`src/rtl/exu_muldiv_seq.sv`:
```
// exu_muldiv_seq: sequential RISC-V M-extension multiply/divide (shift-add multiply, restoring divide).
// Optional macro EXU_MULDIV_FAST_MUL_EN selects a single-cycle registered multiply; divides always iterate.
module exu_muldiv_seq #(
  parameter int XLEN  = 64,
  parameter int TAG_W = 6
) (
  input  logic             clock,
  input  logic             reset_n,
  input  logic             flush,
  input  logic             req_valid,
  output logic             req_ready,
  input  logic [2:0]       req_op,
  input  logic             req_is_word,
  input  logic [XLEN-1:0]  req_src1,
  input  logic [XLEN-1:0]  req_src2,
  input  logic [TAG_W-1:0] req_tag,
  output logic             resp_valid,
  input  logic             resp_ready,
  output logic [XLEN-1:0]  resp_result,
  output logic [TAG_W-1:0] resp_tag
);

  localparam logic [1:0] S_IDLE = 2'd0;
  localparam logic [1:0] S_BUSY = 2'd1;
  localparam logic [1:0] S_DONE = 2'd2;

  localparam logic [2:0] OP_MULH   = 3'd1;
  localparam logic [2:0] OP_MULHSU = 3'd2;
  localparam logic [2:0] OP_DIV    = 3'd4;
  localparam logic [2:0] OP_DIVU   = 3'd5;
  localparam logic [2:0] OP_REM    = 3'd6;
  localparam logic [2:0] OP_REMU   = 3'd7;

  localparam int CNT_W = $clog2(XLEN);

  // Replace bits above 31 with bit 31 (sgn=1) or zero (sgn=0).
  function automatic logic [XLEN-1:0] ext32(input logic [XLEN-1:0] v, input logic sgn);
    logic [XLEN-1:0] r;
    for (int i = 0; i < XLEN; i++) begin
      r[i] = (i < 32) ? v[i] : (sgn & v[31]);
    end
    return r;
  endfunction

  logic [1:0]       state_reg, state_next;
  logic [CNT_W-1:0] cnt_reg;
  logic [XLEN-1:0]  hi_reg, lo_reg, opd_reg;
  logic [2:0]       op_reg;
  logic             word_reg, qneg_reg, rneg_reg;
  logic [XLEN-1:0]  result_reg;
  logic [TAG_W-1:0] tag_reg;

  logic             accept, last;
  logic             is_div, word_req, ext_sgn, sgn_op1, sgn_op2, neg1, neg2;
  logic             div_zero, div_ovf;
  logic [XLEN-1:0]  src1_x, src2_x, mag1, mag2, special_raw, special_res;
  logic             take_direct;
  logic [XLEN-1:0]  direct_res;

  logic [XLEN:0]    mul_sum, div_shift, div_diff;
  logic             div_fit;
  logic [XLEN-1:0]  step_hi, step_lo;
  logic [2*XLEN-1:0] prod, prod_sgn;
  logic [XLEN-1:0]  quot, remd, raw_res, final_res;

  assign accept = (state_reg == S_IDLE) && req_valid && !flush;
  assign last   = (cnt_reg == CNT_W'(XLEN - 1));

  always_comb begin
    is_div   = req_op[2];
    word_req = (XLEN == 64) && req_is_word;
    ext_sgn  = !((req_op == OP_DIVU) || (req_op == OP_REMU));
    src1_x   = word_req ? ext32(req_src1, ext_sgn) : req_src1;
    src2_x   = word_req ? ext32(req_src2, ext_sgn) : req_src2;
    sgn_op1  = (req_op == OP_MULH) || (req_op == OP_MULHSU) || (req_op == OP_DIV) || (req_op == OP_REM);
    sgn_op2  = (req_op == OP_MULH) || (req_op == OP_DIV) || (req_op == OP_REM);
    neg1     = sgn_op1 & src1_x[XLEN-1];
    neg2     = sgn_op2 & src2_x[XLEN-1];
    mag1     = neg1 ? -src1_x : src1_x;
    mag2     = neg2 ? -src2_x : src2_x;

    // Corner cases are resolved at accept and never enter the iterative datapath.
    div_zero = is_div && (src2_x == '0);
    div_ovf  = is_div && sgn_op2 && (src1_x == {1'b1, {(XLEN-1){1'b0}}}) && (src2_x == '1);
    if (div_zero) begin
      special_raw = req_op[1] ? src1_x : '1;
    end else begin
      special_raw = req_op[1] ? '0 : src1_x;
    end
    special_res = word_req ? ext32(special_raw, 1'b1) : special_raw;
  end

`ifdef EXU_MULDIV_FAST_MUL_EN
  logic [2*XLEN-1:0] fast_a, fast_b, fast_p;
  logic [XLEN-1:0]   fast_raw, fast_res;

  always_comb begin
    fast_a   = {{XLEN{neg1}}, src1_x};
    fast_b   = {{XLEN{neg2}}, src2_x};
    fast_p   = fast_a * fast_b;
    fast_raw = (req_op[1:0] == 2'b00) ? fast_p[XLEN-1:0] : fast_p[2*XLEN-1:XLEN];
    fast_res = word_req ? ext32(fast_raw, 1'b1) : fast_raw;
  end

  assign take_direct = div_zero | div_ovf | !is_div;
  assign direct_res  = is_div ? special_res : fast_res;
`else
  assign take_direct = div_zero | div_ovf;
  assign direct_res  = special_res;
`endif

  // One iteration: multiply shifts the {hi,lo} product right, divide shifts the remainder left.
  always_comb begin
    mul_sum   = {1'b0, hi_reg} + (lo_reg[0] ? {1'b0, opd_reg} : {(XLEN+1){1'b0}});
    div_shift = {hi_reg, lo_reg[XLEN-1]};
    div_diff  = div_shift - {1'b0, opd_reg};
    div_fit   = ~div_diff[XLEN];
    if (op_reg[2]) begin
      step_hi = div_fit ? div_diff[XLEN-1:0] : div_shift[XLEN-1:0];
      step_lo = {lo_reg[XLEN-2:0], div_fit};
    end else begin
      step_hi = mul_sum[XLEN:1];
      step_lo = {mul_sum[0], lo_reg[XLEN-1:1]};
    end
  end

  always_comb begin
    prod     = {step_hi, step_lo};
    prod_sgn = qneg_reg ? -prod : prod;
    quot     = qneg_reg ? -step_lo : step_lo;
    remd     = rneg_reg ? -step_hi : step_hi;
    if (op_reg[2]) begin
      raw_res = op_reg[1] ? remd : quot;
    end else if (op_reg[1:0] == 2'b00) begin
      raw_res = prod_sgn[XLEN-1:0];
    end else begin
      raw_res = prod_sgn[2*XLEN-1:XLEN];
    end
    final_res = word_reg ? ext32(raw_res, 1'b1) : raw_res;
  end

  always_comb begin
    state_next = state_reg;
    case (state_reg)
      S_IDLE: begin
        if (accept) begin
          state_next = take_direct ? S_DONE : S_BUSY;
        end
      end
      S_BUSY: begin
        if (flush) begin
          state_next = S_IDLE;
        end else if (last) begin
          state_next = S_DONE;
        end
      end
      S_DONE: begin
        if (flush || resp_ready) begin
          state_next = S_IDLE;
        end
      end
      default: state_next = S_IDLE;
    endcase
  end

  always_ff @(posedge clock or negedge reset_n) begin
    if (!reset_n) begin
      state_reg  <= S_IDLE;
      cnt_reg    <= '0;
      hi_reg     <= '0;
      lo_reg     <= '0;
      opd_reg    <= '0;
      op_reg     <= '0;
      word_reg   <= 1'b0;
      qneg_reg   <= 1'b0;
      rneg_reg   <= 1'b0;
      result_reg <= '0;
      tag_reg    <= '0;
    end else begin
      state_reg <= state_next;
      if (accept) begin
        op_reg   <= req_op;
        word_reg <= word_req;
        tag_reg  <= req_tag;
        qneg_reg <= neg1 ^ neg2;
        rneg_reg <= neg1;
        cnt_reg  <= '0;
        hi_reg   <= '0;
        lo_reg   <= is_div ? mag1 : mag2;
        opd_reg  <= is_div ? mag2 : mag1;
        if (take_direct) begin
          result_reg <= direct_res;
        end
      end else if ((state_reg == S_BUSY) && !flush) begin
        cnt_reg <= cnt_reg + 1'b1;
        hi_reg  <= step_hi;
        lo_reg  <= step_lo;
        if (last) begin
          result_reg <= final_res;
        end
      end
    end
  end

  assign req_ready   = (state_reg == S_IDLE);
  assign resp_valid  = (state_reg == S_DONE) && !flush;
  assign resp_result = result_reg;
  assign resp_tag    = tag_reg;

endmodule

```
`config.mk`:
```
export PLATFORM = sky130hd
export DESIGN_NAME = exu_muldiv_seq
export DESIGN_NICKNAME = d
export VERILOG_FILES = /design/src/rtl/exu_muldiv_seq.sv
export SDC_FILE = /design/constraint.sdc
export NUM_CORES = 2
export LEC_CHECK = 0
export ABC_AREA = 0
export CAP_MARGIN = 5
export CELL_PAD_IN_SITES_DETAIL_PLACEMENT = 2
export CELL_PAD_IN_SITES_GLOBAL_PLACEMENT = 2
export CORE_ASPECT_RATIO = 1.5
export CORE_MARGIN = 2
export CORE_UTILIZATION = 32
export DETAILED_ROUTE_END_ITERATION = 7
export PLACE_DENSITY_LB_ADDON = 0.12
export SLEW_MARGIN = 20
export SYNTH_ARGS = -nofsm -noshare
export SYNTH_HDL_FRONTEND = slang
export SYNTH_SLANG_ARGS = --single-unit
```
`constraint.sdc`:
```
create_clock -name clock -period 6.6 [get_ports clock]
set_input_delay 0.66 -clock clock [delete_from_list [all_inputs] [get_ports clock]]
set_output_delay 0.66 -clock clock [all_outputs]
set_load 0.02 [all_outputs]
```
# Yosys cells after proc, flatten, opt, wreduce, memory -nomap -nowiden
# Cells that the tools add are included.
dict set report word_totals {
  register_bits 276
  in_bits 143
  out_inout_bits 72
  wordCells 102
}
dict set report op_classes {
  add_sub_neg 8
  eq_ne 15
  n_mux 37
  bitwise 7
  n_reduce_logical 24
}
# op n
set ops {}
lappend ops {{$mux W64} 28}
lappend ops {{$neg A64 Y64} 4}
lappend ops {{$eq A64 B64 Y1 const B} 2}
lappend ops {{$mux W128} 1}
lappend ops {{$neg A128 Y128} 1}
lappend ops {{$add A64 B64 Y65} 1}
lappend ops {{$sub A65 B64 Y65} 1}
lappend ops {{$logic_not A64 Y1} 1}
lappend ops {{$eq A3 B3 Y1 const B} 4}
lappend ops {{$mux W6} 2}
lappend ops {{$mux W2} 5}
lappend ops {{$logic_and A1 B1 Y1} 8}
lappend ops {{$logic_or A1 B1 Y1} 7}
lappend ops {{$add A6 B1 Y6 const B} 1}
lappend ops {{$eq A6 B6 Y1 const B} 1}
lappend ops {{$pmux W2 S3} 1}
lappend ops {{$reduce_and A3 Y1} 2}
lappend ops {{$and A1 B1 Y1} 4}
lappend ops {{$logic_not A2 Y1} 2}
lappend ops {{$ne A2 B1 Y1 const B} 2}
lappend ops {{$reduce_bool A2 Y1} 2}
lappend ops {{$eq A3 B1 Y1 const B} 1}
lappend ops {{$eq A3 B2 Y1 const B} 1}
lappend ops {{$ne A3 B3 Y1 const B} 1}
lappend ops {{7 further kinds} 8}

# Logic depth before layout (Yosys ltp)
dict set report depth {
  word_depth 12
  ltp_mapped 30
  depth_no_buf 25
}

# Least setup slack after synthesis
# Ideal clock, no wire load.
dict set report synth_timing {
  kind {flip-flop to flip-flop}
  from {register lo_reg[63]}
  to {register result_reg[48] (netlist: resp_result[48])}
  setup_ns 0.130
  arrival_time_ns 6.274
  required_time_ns 6.470
  slack_ns 0.195
  stages_incl_launch_ff 30
  n_path_buf 7
  period_less_slack_ns 6.405
  cell_sequence {dfrtp_1 > inv_1 > ha_1 > fa_1 > nand2b_1 > a21o_1 > a2111o_1 > a2111o_1 > and4_1 > buf_6 > nor3_4 > buf_6 > buf_12 > buf_4 > buf_2 > buf_2 > buf_1 > nand2_1 > o21ai_0 > a21oi_1 > inv_1 > ha_1 > nand3_2 > nand2b_4 > nor2_1 > nand3_1 > or3_1 > a32o_1 > o41ai_1 > a21oi_1}
}
dict set report synth_between {
  elab_chain_len 11
  word_cells_on_any_way 18
  cone_classes {add/sub (4); mux (13); bitwise (1)}
}
# item line_no
set synth_rtl {}
lappend synth_rtl {{start, declared} 47} ;# logic [XLEN-1:0] hi_reg, lo_reg, opd_reg;
lappend synth_rtl {{start signal, assigned} 189} ;# lo_reg <= is_div ? mag1 : mag2;
lappend synth_rtl {{start signal, assigned} 197} ;# lo_reg <= step_lo;
lappend synth_rtl {{$sub A65 B64 Y65} 116} ;# div_diff = div_shift - {1'b0, opd_reg};
lappend synth_rtl {{$mux W64 or $not A1 Y1 (tied branches)} {119, 117}}
lappend synth_rtl {{$mux W64} 118} ;# if (op_reg[2]) begin
lappend synth_rtl {{$neg A128 Y128, or another cell as far along} 129} ;# prod_sgn = qneg_reg ? -prod : prod;
lappend synth_rtl {{$mux W128, or another cell as far along} 129}
lappend synth_rtl {{$mux W64, on equally long branches} {134, 133}}
lappend synth_rtl {{$mux W64 (*)} 132} ;# if (op_reg[2]) begin
lappend synth_rtl {{$mux W64 (*)} 139} ;# final_res = word_reg ? ext32(raw_res, 1'b1) : raw_res;
lappend synth_rtl {{$mux W64 (*)} 198} ;# if (last) begin
lappend synth_rtl {{$mux W64 (*)} 194} ;# end else if ((state_reg == S_BUSY) && !flush) begin
lappend synth_rtl {{$mux W64 (*)} 181} ;# if (accept) begin
lappend synth_rtl {{end signal, assigned} 192} ;# result_reg <= direct_res;
lappend synth_rtl {{end signal, assigned} 199} ;# result_reg <= final_res;
lappend synth_rtl {{end, declared} 50} ;# logic [XLEN-1:0] result_reg;
# Every way passes the cells marked *; elsewhere a longest branch is shown, timed or not. The select of a mux whose other input is x is not followed.
# A chain may end at the register's enable or synchronous reset.

# Worst setup path after layout
dict set report layout_timing {
  from {register lo_reg[63]}
  to {register result_reg[55] (netlist: resp_result[55])}
}
# The elaborated chain is that of the path after synthesis.

==> impl_results.md <==
* Startpoint types: flop
* Total number of H-tree levels at 2
* Drt first pass iters at 7
* Vias in the first global route at 45900
* Antenna Nets Post-Route at 0
* FMAX at 0.156 GHz
* Final Cycle Share at 0.971
* Worst slew margin at 0.162
* Clock period minus worst slack at 6.41 ns
* # IOs at 215
* Layout Cell Area excl Fill at 43000 um2
* Area delta synth->final at 19.8%
* TritonCTS clock tree: done
* Setup Skew at 0.0222 ns
* Clock-pin slew on the worst setup and hold paths at 0.07 ns
* Yosys warning count at 0
* Measured slew at the worst slew-check pin at 1.23 ns
* Post-synth cell types at 112
* Die Span Y at 414 um
* Final wirelength at 223000 um
* # port buffers at 214
* Post-synth EDFFs at 0
* Crit path DAT at 6.88 ns
* DP Area at 41400 um2
* Clock Sink Count at 276
* Commonest non-fill, non-tap cell in the layout: nand2_1
* End point of the critical path: resp_result[55]
* Routed vias at 44000
* Avg Cell Area, Syn at 6.93 um2
* Fillers at 13300
* Starting Density at 0.322
* Crit-path max FO at 16
* Hold/Removal Path Class: primary input to asynchronous set/reset pin
* Worst-Skew Late Latency at 0.60 ns
* Via-to-Cell Ratio at 6.35
* Kind of critical path: flop to flop
* Setup violations, final at 0
* Seq. cell area at 6920 um2
* Syn_nets at 5455
* Hold Violations, Final at 0
* Worst R2R Path Depth at 24
* Largest net degree at the start of global routing at 152
* Top FF cell, synth: dfrtp_1
* Static Leak at 16.9 nW
* Longest Clk Path Bufs at 3
* Die width at 277 um
* Syn Std Cell Area at 35900 um2
* Flops & latches, synth at 276
* Gr ovfl total at 0
* Post-synth ARST share at 1.00
* Yosys top cell area share at 0.193
* GPL Wtd Cong at 0.996
* Initial antenna violation count at 18
* Slew Viols, Final at 0
* Worst r2r dst: resp_result[55]
* Layout cell share with drive strength beyond 1 at 0.115
* Iteration-0 DRC Markers at 2912
* Rows at 150
* Area contributors post-synth: dfrtp_1, o21ai_0, a21oi_1
* Final core area utilization at 0.386
* Top cell type by total area after synthesis: dfrtp_1
* TritonCTS Buffers at 34
* Fin nets at 5733
* First-pass GRT wire length at 321000 um
* Placed Cells at 6842
* GRT Util Overall at 0.376
* MaxCap Viol Count at 0
* R2R setup slack at 0.19 ns
* Core Box Area at 111000 um2
* Avg WL per Cell at 32.2 um
* Root Buffer: clkbuf_16
* Multi-input logic area at 27300 um2
* Crit path from: lo_reg[63]
* Worst EP required at 7.07 ns
* Post-DP HPWL at 180000 um
* Pwr dens at 398 nW/um2
* Max VDD drop at 0.195 mV
* Seq/Total Area, Yosys at 0.193
* FF-to-FF Start: lo_reg[63]
* Post-Layout Cell Count at 6927
* Cells after Synth at 5176
* Cts hold-fix bufs at 0
* Element type at the critical path end: flop
* Full die area at 115000 um2
* Number of remaining DRC errors at 0
* Outcome: finished, final reports clean
* Most frequent cells in the layout: nand2_1, nor2_1, o21ai_0
timing repair:
| item | CTS | global route |
|---|---|---|
| pin swaps | 8 | 15 |
| cloned | 1 | 0 |
| buffers inserted | 11 | 9 |
| endpoints found under the setup margin | 25 | 44 |
| resized for setup | 23 | 33 |
report_power, final:
part | switching (mW) | leakage, nW | internal (mW)
sequential | 0.551 | 3.59 | 2.05
clock | 0.924 | 0.516 | 1.04
combinational | 8.23 | 12.8 | 4.31
total | 9.71 | 16.9 | 7.41
metrics by stage:
step | setup TNS, ns | setup slack, ns | total power [mW] | hold slack, ns
2_1_floorplan | 0 | 0.195 | 9.37 | 0.364
6_report | 0 | 0.192 | 17.1 | 0.00850
3_3_place_gp | -0.481 | -0.173 | 14.4 | 0.460
4_1_cts | -0.0204 | -0.0204 | 16.8 | 0.0199
3_5_place_dp | -3.62 | -0.427 | 14.6 | 0.474
5_1_grt | -0.0516 | -0.0421 | 18.0 | 0.0580
synth_stat cells (all sizes together) (68+ instances only):
| cell | n |
|---|---|
| a211oi | 68 |
| nand4 | 97 |
| xnor2 | 171 |
| buf | 75 |
| and2 | 83 |
| ha | 134 |
| nand3 | 102 |
| xor2 | 132 |
| nor3 | 190 |
| mux2i | 102 |
| clkbuf | 300 |
| o211ai | 151 |
| nand2 | 609 |
| a21oi | 499 |
| inv | 127 |
| dfrtp | 276 |
| nor2 | 532 |
| o21ai | 538 |
critical path: stages (launching register included):
cell	delay (ns)
dfrtp_1	0.36
inv_1	0.07
ha_1	0.22
fa_2	0.37
nand2b_4	0.17
a21o_1	0.20
a2111o_1	0.52
buf_4	0.21
a2111o_1	0.43
and4_1	0.23
buf_4	0.22
nor3_4	0.33
buf_4	0.21
buf_12	0.14
o32ai_1	0.13
a21oi_4	0.21
buf_4	0.19
nor4b_1	0.24
buf_4	0.22
nand4_1	0.34
or3_1	0.57
o2111a_1	0.27
a211oi_1	0.20
o21a_1	0.15
o22ai_1	0.07
cell families (layout without fill, tap and decap cells):
group | Yosys count | in the layout | share of synthesized area
AO/OA/AOI/OAI | 1868 | 1868 | 0.332
XOR/XNOR | 303 | 303 | 0.0740
adder cells (fa/ha/maj) | 144 | 144 | 0.0501
buffers and inverters | 503 | 805 | 0.0555
flip-flops | 276 | 276 | 0.193
multiplexers | 125 | 125 | 0.0358
other | 0 | 5 | 0
AND/OR/NAND/NOR | 1957 | 1957 | 0.260
area by class of cell:
| type | instances | share of cell area |
|---|---|---|
| timing repair buffer | 617 | 0.125 |
| multi-input combinational | 4397 | 0.636 |
| inverter | 128 | 0.0112 |
| clock inverter | 14 | 0.00247 |
| tap | 1444 | 0.0420 |
| clock buffer | 46 | 0.0225 |
| sequential | 276 | 0.161 |
| antenna | 5 | 0.000291 |
worst min-delay path by stage:
stage / start / to / slack (ns) / cells after the start
after CTS: reset_n / state_reg[1] / 0.02 / 1
after global routing: reset_n / resp_tag[2] / 0.06 / 1
after detailed placement: resp_tag[4] / resp_tag[4] / 0.47 / 2
final: reset_n / resp_tag[2] / 0.008 / 1
after global placement: resp_tag[3] / resp_tag[3] / 0.46 / 2
after floorplan: reset_n / cnt_reg[0] / 0.36 / 0
per-layer routing:
metal / part of all wire / GRT usage / wire, um
met5: 0.000058 / 0 / 13
met4: 0.069 / 0.221 / 15500
met3: 0.045 / 0.0374 / 10100
met2: 0.48 / 0.650 / 108000
met1: 0.40 / 0.451 / 89800
(Power assumes the default switching activity.)
